[src/rtl/reg_file_sb_pkg.sv]
// Shared CPU datapath types and register-file sizing for the MIPS pipeline.
// Types only; no logic, no latency, no flow control.
package cpu_types_pkg;
   localparam int NREGS = 32;
   localparam int CNTW  = 2;
   localparam int RSELW = $clog2(NREGS);

   typedef logic [31:0]       word_t;
   typedef logic [RSELW-1:0]  regbits_t;
   typedef logic [CNTW-1:0]   sbcnt_t;

   localparam sbcnt_t CNT_MAX = '1;
endpackage

[src/rtl/reg_file_sb_if.sv]
// Decode/write-back to register file bundle: write-back port, read ports, scoreboard.
// master = pipeline side, slave = register file side; no backpressure (stall is advisory).
interface reg_file_sb_if;
   import cpu_types_pkg::*;

   logic              WEN;
   regbits_t          wsel;
   word_t             wdat;
   regbits_t          rsel1;
   regbits_t          rsel2;
   word_t             rdat1;
   word_t             rdat2;
   logic              mark;
   regbits_t          mark_sel;
   logic              ihit;
   logic              flush;
   logic              stall;
   logic [NREGS-1:0]  busy;

   modport master (
      output WEN, wsel, wdat, rsel1, rsel2, mark, mark_sel, ihit, flush,
      input  rdat1, rdat2, stall, busy
   );

   modport slave (
      input  WEN, wsel, wdat, rsel1, rsel2, mark, mark_sel, ihit, flush,
      output rdat1, rdat2, stall, busy
   );
endinterface

[src/rtl/reg_file_sb_counter.sv]
// Saturating pending-writer counter for one register; flush clears, same-cycle inc+dec cancel.
// One-cycle update latency; decrement at zero is ignored.
module reg_sb_counter
   import cpu_types_pkg::*;
(
   input  logic   clk,
   input  logic   rst_n,
   input  logic   inc,
   input  logic   dec,
   input  logic   flush,
   output sbcnt_t cnt
);
   logic dec_ok;

   assign dec_ok = dec && (cnt != '0);

   always_ff @(posedge clk or negedge rst_n) begin
      if (!rst_n) begin
         cnt <= '0;
      end else if (flush) begin
         cnt <= '0;
      end else if (inc && !dec_ok) begin
         if (cnt != CNT_MAX) cnt <= cnt + sbcnt_t'(1);
      end else if (dec_ok && !inc) begin
         cnt <= cnt - sbcnt_t'(1);
      end
   end
endmodule

[src/rtl/reg_file_sb.sv]
// 32x32 GPR file with combinational reads and per-register RAW scoreboard; writes visible next cycle.
// REGFILE_BYPASS_EN adds write-through reads and retire-aware stall; stall is advisory, never backpressures write-back.
module reg_file_sb
   import cpu_types_pkg::*;
(
   input  logic          CLK,
   input  logic          nRST,
   reg_file_sb_if.slave  rf
);
   word_t                       regs [NREGS];
   logic [NREGS-1:0][CNTW-1:0]  cnt;
   logic [NREGS-1:0]            busy_v;
   logic [NREGS-1:0]            hold_v;

   // reg 0 is reset and never written, so it reduces to a constant zero
   always_ff @(posedge CLK or negedge nRST) begin
      if (!nRST) begin
         for (int i = 0; i < NREGS; i++) regs[i] <= '0;
      end else if (rf.WEN && (rf.wsel != '0)) begin
         regs[rf.wsel] <= rf.wdat;
      end
   end

   assign cnt[0] = '0;

   generate
      for (genvar r = 1; r < NREGS; r++) begin : g_cnt
         logic inc;
         logic dec;
         assign inc = rf.ihit && rf.mark && (rf.mark_sel == regbits_t'(r));
         assign dec = rf.WEN && (rf.wsel == regbits_t'(r));
         reg_sb_counter u_cnt (
            .clk   (CLK),
            .rst_n (nRST),
            .inc   (inc),
            .dec   (dec),
            .flush (rf.flush),
            .cnt   (cnt[r])
         );
      end
   endgenerate

   always_comb begin
      busy_v = '0;
      hold_v = '0;
      for (int r = 1; r < NREGS; r++) begin
         busy_v[r] = (cnt[r] != '0);
`ifdef REGFILE_BYPASS_EN
         // a last writer retiring now is already satisfied via the bypass
         hold_v[r] = busy_v[r] && !((cnt[r] == sbcnt_t'(1)) && rf.WEN &&
                                    (rf.wsel == regbits_t'(r)));
`else
         hold_v[r] = busy_v[r];
`endif
      end
   end

   always_comb begin
      rf.rdat1 = regs[rf.rsel1];
      rf.rdat2 = regs[rf.rsel2];
`ifdef REGFILE_BYPASS_EN
      if (rf.WEN && (rf.wsel != '0) && (rf.wsel == rf.rsel1)) rf.rdat1 = rf.wdat;
      if (rf.WEN && (rf.wsel != '0) && (rf.wsel == rf.rsel2)) rf.rdat2 = rf.wdat;
`endif
   end

   assign rf.busy  = busy_v;
   assign rf.stall = hold_v[rf.rsel1] | hold_v[rf.rsel2];
endmodule

[src/flat_wrapper.sv]
// flat-port wrapper written by rule: the top's interface ports become plain ports
module reg_file_sb_flat import cpu_types_pkg::*;
  (CLK, nRST, rf_WEN, rf_wsel, rf_wdat, rf_rsel1, rf_rsel2, rf_mark, rf_mark_sel, rf_ihit, rf_flush, rf_rdat1, rf_rdat2, rf_stall, rf_busy);
  reg_file_sb_if rf_i ();
  input  logic CLK;
  input  logic nRST;
  input wire logic [$bits(rf_i.WEN)-1:0] rf_WEN;
  input wire logic [$bits(rf_i.wsel)-1:0] rf_wsel;
  input wire logic [$bits(rf_i.wdat)-1:0] rf_wdat;
  input wire logic [$bits(rf_i.rsel1)-1:0] rf_rsel1;
  input wire logic [$bits(rf_i.rsel2)-1:0] rf_rsel2;
  input wire logic [$bits(rf_i.mark)-1:0] rf_mark;
  input wire logic [$bits(rf_i.mark_sel)-1:0] rf_mark_sel;
  input wire logic [$bits(rf_i.ihit)-1:0] rf_ihit;
  input wire logic [$bits(rf_i.flush)-1:0] rf_flush;
  output wire logic [$bits(rf_i.rdat1)-1:0] rf_rdat1;
  output wire logic [$bits(rf_i.rdat2)-1:0] rf_rdat2;
  output wire logic [$bits(rf_i.stall)-1:0] rf_stall;
  output wire logic [$bits(rf_i.busy)-1:0] rf_busy;
  assign rf_i.WEN = rf_WEN;
  assign rf_i.wsel = rf_wsel;
  assign rf_i.wdat = rf_wdat;
  assign rf_i.rsel1 = rf_rsel1;
  assign rf_i.rsel2 = rf_rsel2;
  assign rf_i.mark = rf_mark;
  assign rf_i.mark_sel = rf_mark_sel;
  assign rf_i.ihit = rf_ihit;
  assign rf_i.flush = rf_flush;
  assign rf_rdat1 = rf_i.rdat1;
  assign rf_rdat2 = rf_i.rdat2;
  assign rf_stall = rf_i.stall;
  assign rf_busy = rf_i.busy;
  reg_file_sb u_core (.CLK(CLK), .nRST(nRST), .rf(rf_i));
endmodule
[config.mk]
export PLATFORM = sky130hd
export DESIGN_NAME = reg_file_sb_flat
export DESIGN_NICKNAME = d
export VERILOG_FILES = /design/src/rtl/reg_file_sb_pkg.sv /design/src/rtl/reg_file_sb_if.sv /design/src/rtl/reg_file_sb_counter.sv /design/src/rtl/reg_file_sb.sv /design/src/flat_wrapper.sv
export SDC_FILE = /design/constraint.sdc
export NUM_CORES = 2
export LEC_CHECK = 0
export ABC_CLOCK_PERIOD_IN_PS = 8600
export CAP_MARGIN = 10
export CORE_UTILIZATION = 25
export CTS_CLUSTER_DIAMETER = 40
export CTS_CLUSTER_SIZE = 20
export DETAILED_ROUTE_END_ITERATION = 8
export DONT_BUFFER_PORTS = 1
export GPL_ROUTABILITY_DRIVEN = 0
export GPL_TIMING_DRIVEN = 0
export SKIP_LAST_GASP = 1
export SLEW_MARGIN = 20
export SYNTH_ARGS = -nofsm -noshare
export SYNTH_HDL_FRONTEND = slang
export SYNTH_SLANG_ARGS = --single-unit
[constraint.sdc]
create_clock -name CLK -period 8.6 [get_ports CLK]
set_input_delay 1.72 -clock CLK [delete_from_list [all_inputs] [get_ports CLK]]
set_output_delay 1.72 -clock CLK [all_outputs]
set_load 0.01 [all_outputs]
==> impl_summary.txt <==
----------------------------------------------------
[Pwr]
  Overall power ... 17.1 mW
  Power per unit of standard cell area ... 247 mW/mm²
  Cell leakage power ... just over 30 nW
  Worst voltage drop across the vdd grid ... between 150 and 200 µV

[Worst setup path]
  Critical path peak fanout ... 10
  Buffers and inverters on the worst path ... 3
  Most numerous cell on the critical path ... clkbuf_1
  Crit. End Element ... output pin
  Cell type group with the largest total delay on the critical path ... buffers and inverters
  Cell type of the slowest stage on the worst timing path ... clkbuf_1
  Launching element type of the critical path ... input pin
  Worst setup path category ... in -> out
  Max stage delay on crit path ... 1.00 ns
  Arrival time of data at the critical path endpoint ... 5.36 ns
  Chain of cells forming the critical path ... clkbuf_1 -> clkbuf_1 -> clkbuf_1 -> mux4_2 -> mux4_2 -> mux2_2
  Worst endpoint required time ... between 6 and 7 ns

[Min path]
  Type of the most critical hold path ... reg -> reg

[Final layout]
  Number of filler cells placed in the layout ... 23500
  Post-layout util ... roughly 30%
  NumNets Final ... 4909
  Most common library cell in the layout ignoring fill and taps ... nand2_1
  Area growth, synth to finish ... 17.8%
  Share of layout cells above drive strength 1 ... 37.2%
  Layout Cells excl Fill ... slightly above 8000
  Final std cell area, no fill ... 0.0691 mm²
  Most used cells in the layout excluding fill and tap cells ... 1379 x nand2_1, 1086 x dfrtp_1, 650 x mux4_2, 647 x mux2_2, 259 x clkbuf_1

[Yosys]
  Post-synthesis sequential area ratio ... between 40 and 50%
  Number of distinct standard cells referenced by the synthesized netlist ... between 40 and 50
  Post-synthesis register bit count ... 1086
  Async set or reset register ratio after synthesis ... 100%
  Synthesized netlist cell count ... between 4000 and 5000
  Number of enable-type register cells in the synthesized netlist ... 0
  Net Count, Synth ... ~4700
  Synthesized area per cell ... approximately 13 µm²
  Ys flop type ... dfrtp_1
  Synthesized cell area ... 0.0587 mm²
  Count of warnings emitted by yosys ... 0

[Clocking]
  Quantity of hold-fixing buffers added after cts ... 0
  Clock transition at path regs ... ~0.060 ns
  Number of instances resized during post-cts repair ... 0
  Clk sink count ... between 1000 and 1500
  Cell at the root of the clock tree ... clkbuf_16
  Clock latency at the later pin of the worst-skew pair ... about 0.82 ns
  Buffer depth of the longest clock path ... 3
  Post-CTS Setup Inserts ... 0
  CTS tree ... built
  Depth of the CTS H-tree ... 4
  Inserted Clock Buffers ... 169

[STA]
  Worst slew pin tran ... around 1.3 ns
  Slew Limit Fails ... 0
  Fin Clk Skew ... between 0.03 and 0.04 ns
  Final Hold Slack ... between 0.4 and 0.5 ns
  Setup violations, final ... 0
  Total Negative Setup Slacks ... 0 ns
  Ratio of final minimum period to clock period ... about 80%
  Fmax ... approximately 140 MHz
  Setup repair after global routing missed its margin ... no
  Clock period minus final worst setup slack ... 7.08 ns
  Worst rel slew slack ... between 10% and 20%
  Least setup slack across all paths after layout ... ~1.5 ns
  Final Hold Violating Endpoints ... 0

[Drt]
  Vias after detailed routing ... approximately 45000
  WL per Instance ... approximately 31 µm
  Via density ... between 5 and 6
  Remaining routing DRC violations ... 0
  Drt initial violations ... a little under 7000
  Detailed Routing Iterations Pass 1 ... 8
  Drt total wl ... around 250000 µm
  Antenna-violating nets left ... 0

[Placed design]
  Worst slack after detailed placement ... 1.54 ns
  Placed Area ... roughly 0.063 mm²
  Number of input and output port buffers inserted ... 0
  # placed instances ... 7807
  Estimated wirelength of the detail-placed design ... approximately 170000 µm

[Global route]
  GR Util All Layers ... around a fifth
  Number of global-route vias before repair ... between 40000 and 50000
  Total congestion overflow after global routing ... 0
  Maximum number of pins on one net before global-route repair ... 210
  Wire length of the first global-routing pass ... approximately 350000 µm
  Antenna violations before repair ... 17

[Floorplanning]
  Die height ... approximately 490 µm
  Die area ... between 0.2 and 0.25 mm²
  Initial core utilization ... 25.2%
  Placeable Area ... 0.233 mm²
  Std-Cell Rows ... between 150 and 200
  IO Pins ... about 160
  Die W ... between 400 and 500 µm

[Run]
  Max-cap violation count ... 0

[Run status]
  Run status ... completed

----------------------------------------------------
-- where the power goes --
part / total (mW) / leakage (nW) / internal, mW / switching (mW)
combinational: 3.12 / 13.2 / 1.68 / 1.44
sequential: 6.70 / 14.1 / 6.01 / 0.683
clock: 7.27 / 2.89 / 4.49 / 2.78
-- cell families (layout without fill, tap and decap cells) --
logic type	after synthesis	after routing	synth area share, %
flip-flops	1086	1086	46.3
buffers and inverters	480	812	3.43
other	1	17	0.00639
XOR/XNOR	9	9	0.134
AO/OA/AOI/OAI	191	191	1.99
AND/OR/NAND/NOR	1593	1593	10.7
multiplexers	1303	1303	37.5
-- area by class of cell --
class / count / area [µm²] / area share, %
repair buffers: 17 / 333 / 0.482
clock inverters: 114 / 1370 / 1.99
inverters: 25 / 93.8 / 0.136
well taps: 3132 / 3920 / 5.67
flip-flops and latches: 1086 / 27200 / 39.3
plain buffers: 455 / 2010 / 2.91
diodes: 16 / 40.0 / 0.0579
clock buffers: 201 / 4610 / 6.67
multi-input cells: 3097 / 29600 / 42.8
-- worst paths after layout --
check | from | end | slack, ns | cells after the start
max in group asynchronous | nRST | u_core.regs[25]$_DFFE_PN0P_ | 5.53 | 3
worst max register to register | u_core.g_cnt[6].u_cnt.cnt[1]$_DFFE_PN0P_ | u_core.g_cnt[6].u_cnt.cnt[0]$_DFFE_PN0P_ | 7.19 | 4
min in group asynchronous | nRST | u_core.regs[552]$_DFFE_PN0P_ | 0.61 | 0
worst max-delay path | rf_rsel2[1] | rf_rdat2[12] | 1.52 | 6
worst min register to register | u_core.regs[1011]$_DFFE_PN0P_ | u_core.regs[1011]$_DFFE_PN0P_ | 0.48 | 1
worst min-delay path | u_core.regs[1011]$_DFFE_PN0P_ | u_core.regs[1011]$_DFFE_PN0P_ | 0.48 | 1
-- state kept, by name, summed over array words and instances (netlist names) --
name	cells
u_core.regs	1024
u_core.g_cnt.u_cnt.cnt	62
-- Yosys cell counts (7+ instances only) --
library cell | number | share of area (%)
mux2_2 | 647 | 12
clkbuf_1 | 296 | 1.9
nor3_1 | 19 | 0.16
a21oi_1 | 58 | 0.49
buf_4 | 7 | 0.090
inv_1 | 24 | 0.15
o21ai_0 | 73 | 0.62
or2_2 | 12 | 0.13
or3_1 | 11 | 0.12
nand2b_1 | 9 | 0.096
dfrtp_1 | 1086 | 46
buf_2 | 114 | 0.97
buf_1 | 32 | 0.20
a31oi_1 | 18 | 0.19
o221a_2 | 18 | 0.35
nand3_1 | 16 | 0.14
xor2_1 | 9 | 0.13
nor2_1 | 105 | 0.67
nand2_1 | 1379 | 8.8
mux4_2 | 650 | 25
-- per-layer routing --
metal / vias to the layer above / GRT usage, % / routed length [µm]
met4: 20 / 14.3 / 18800
met1: 23500 / 25.5 / 89400
li1: 17200 / - / -
met5: - / 0.102 / 155
met2: 3365 / 29.3 / 105000
met3: 854 / 9.31 / 36600
No activity file was read; power rests on OpenSTA's default activity.
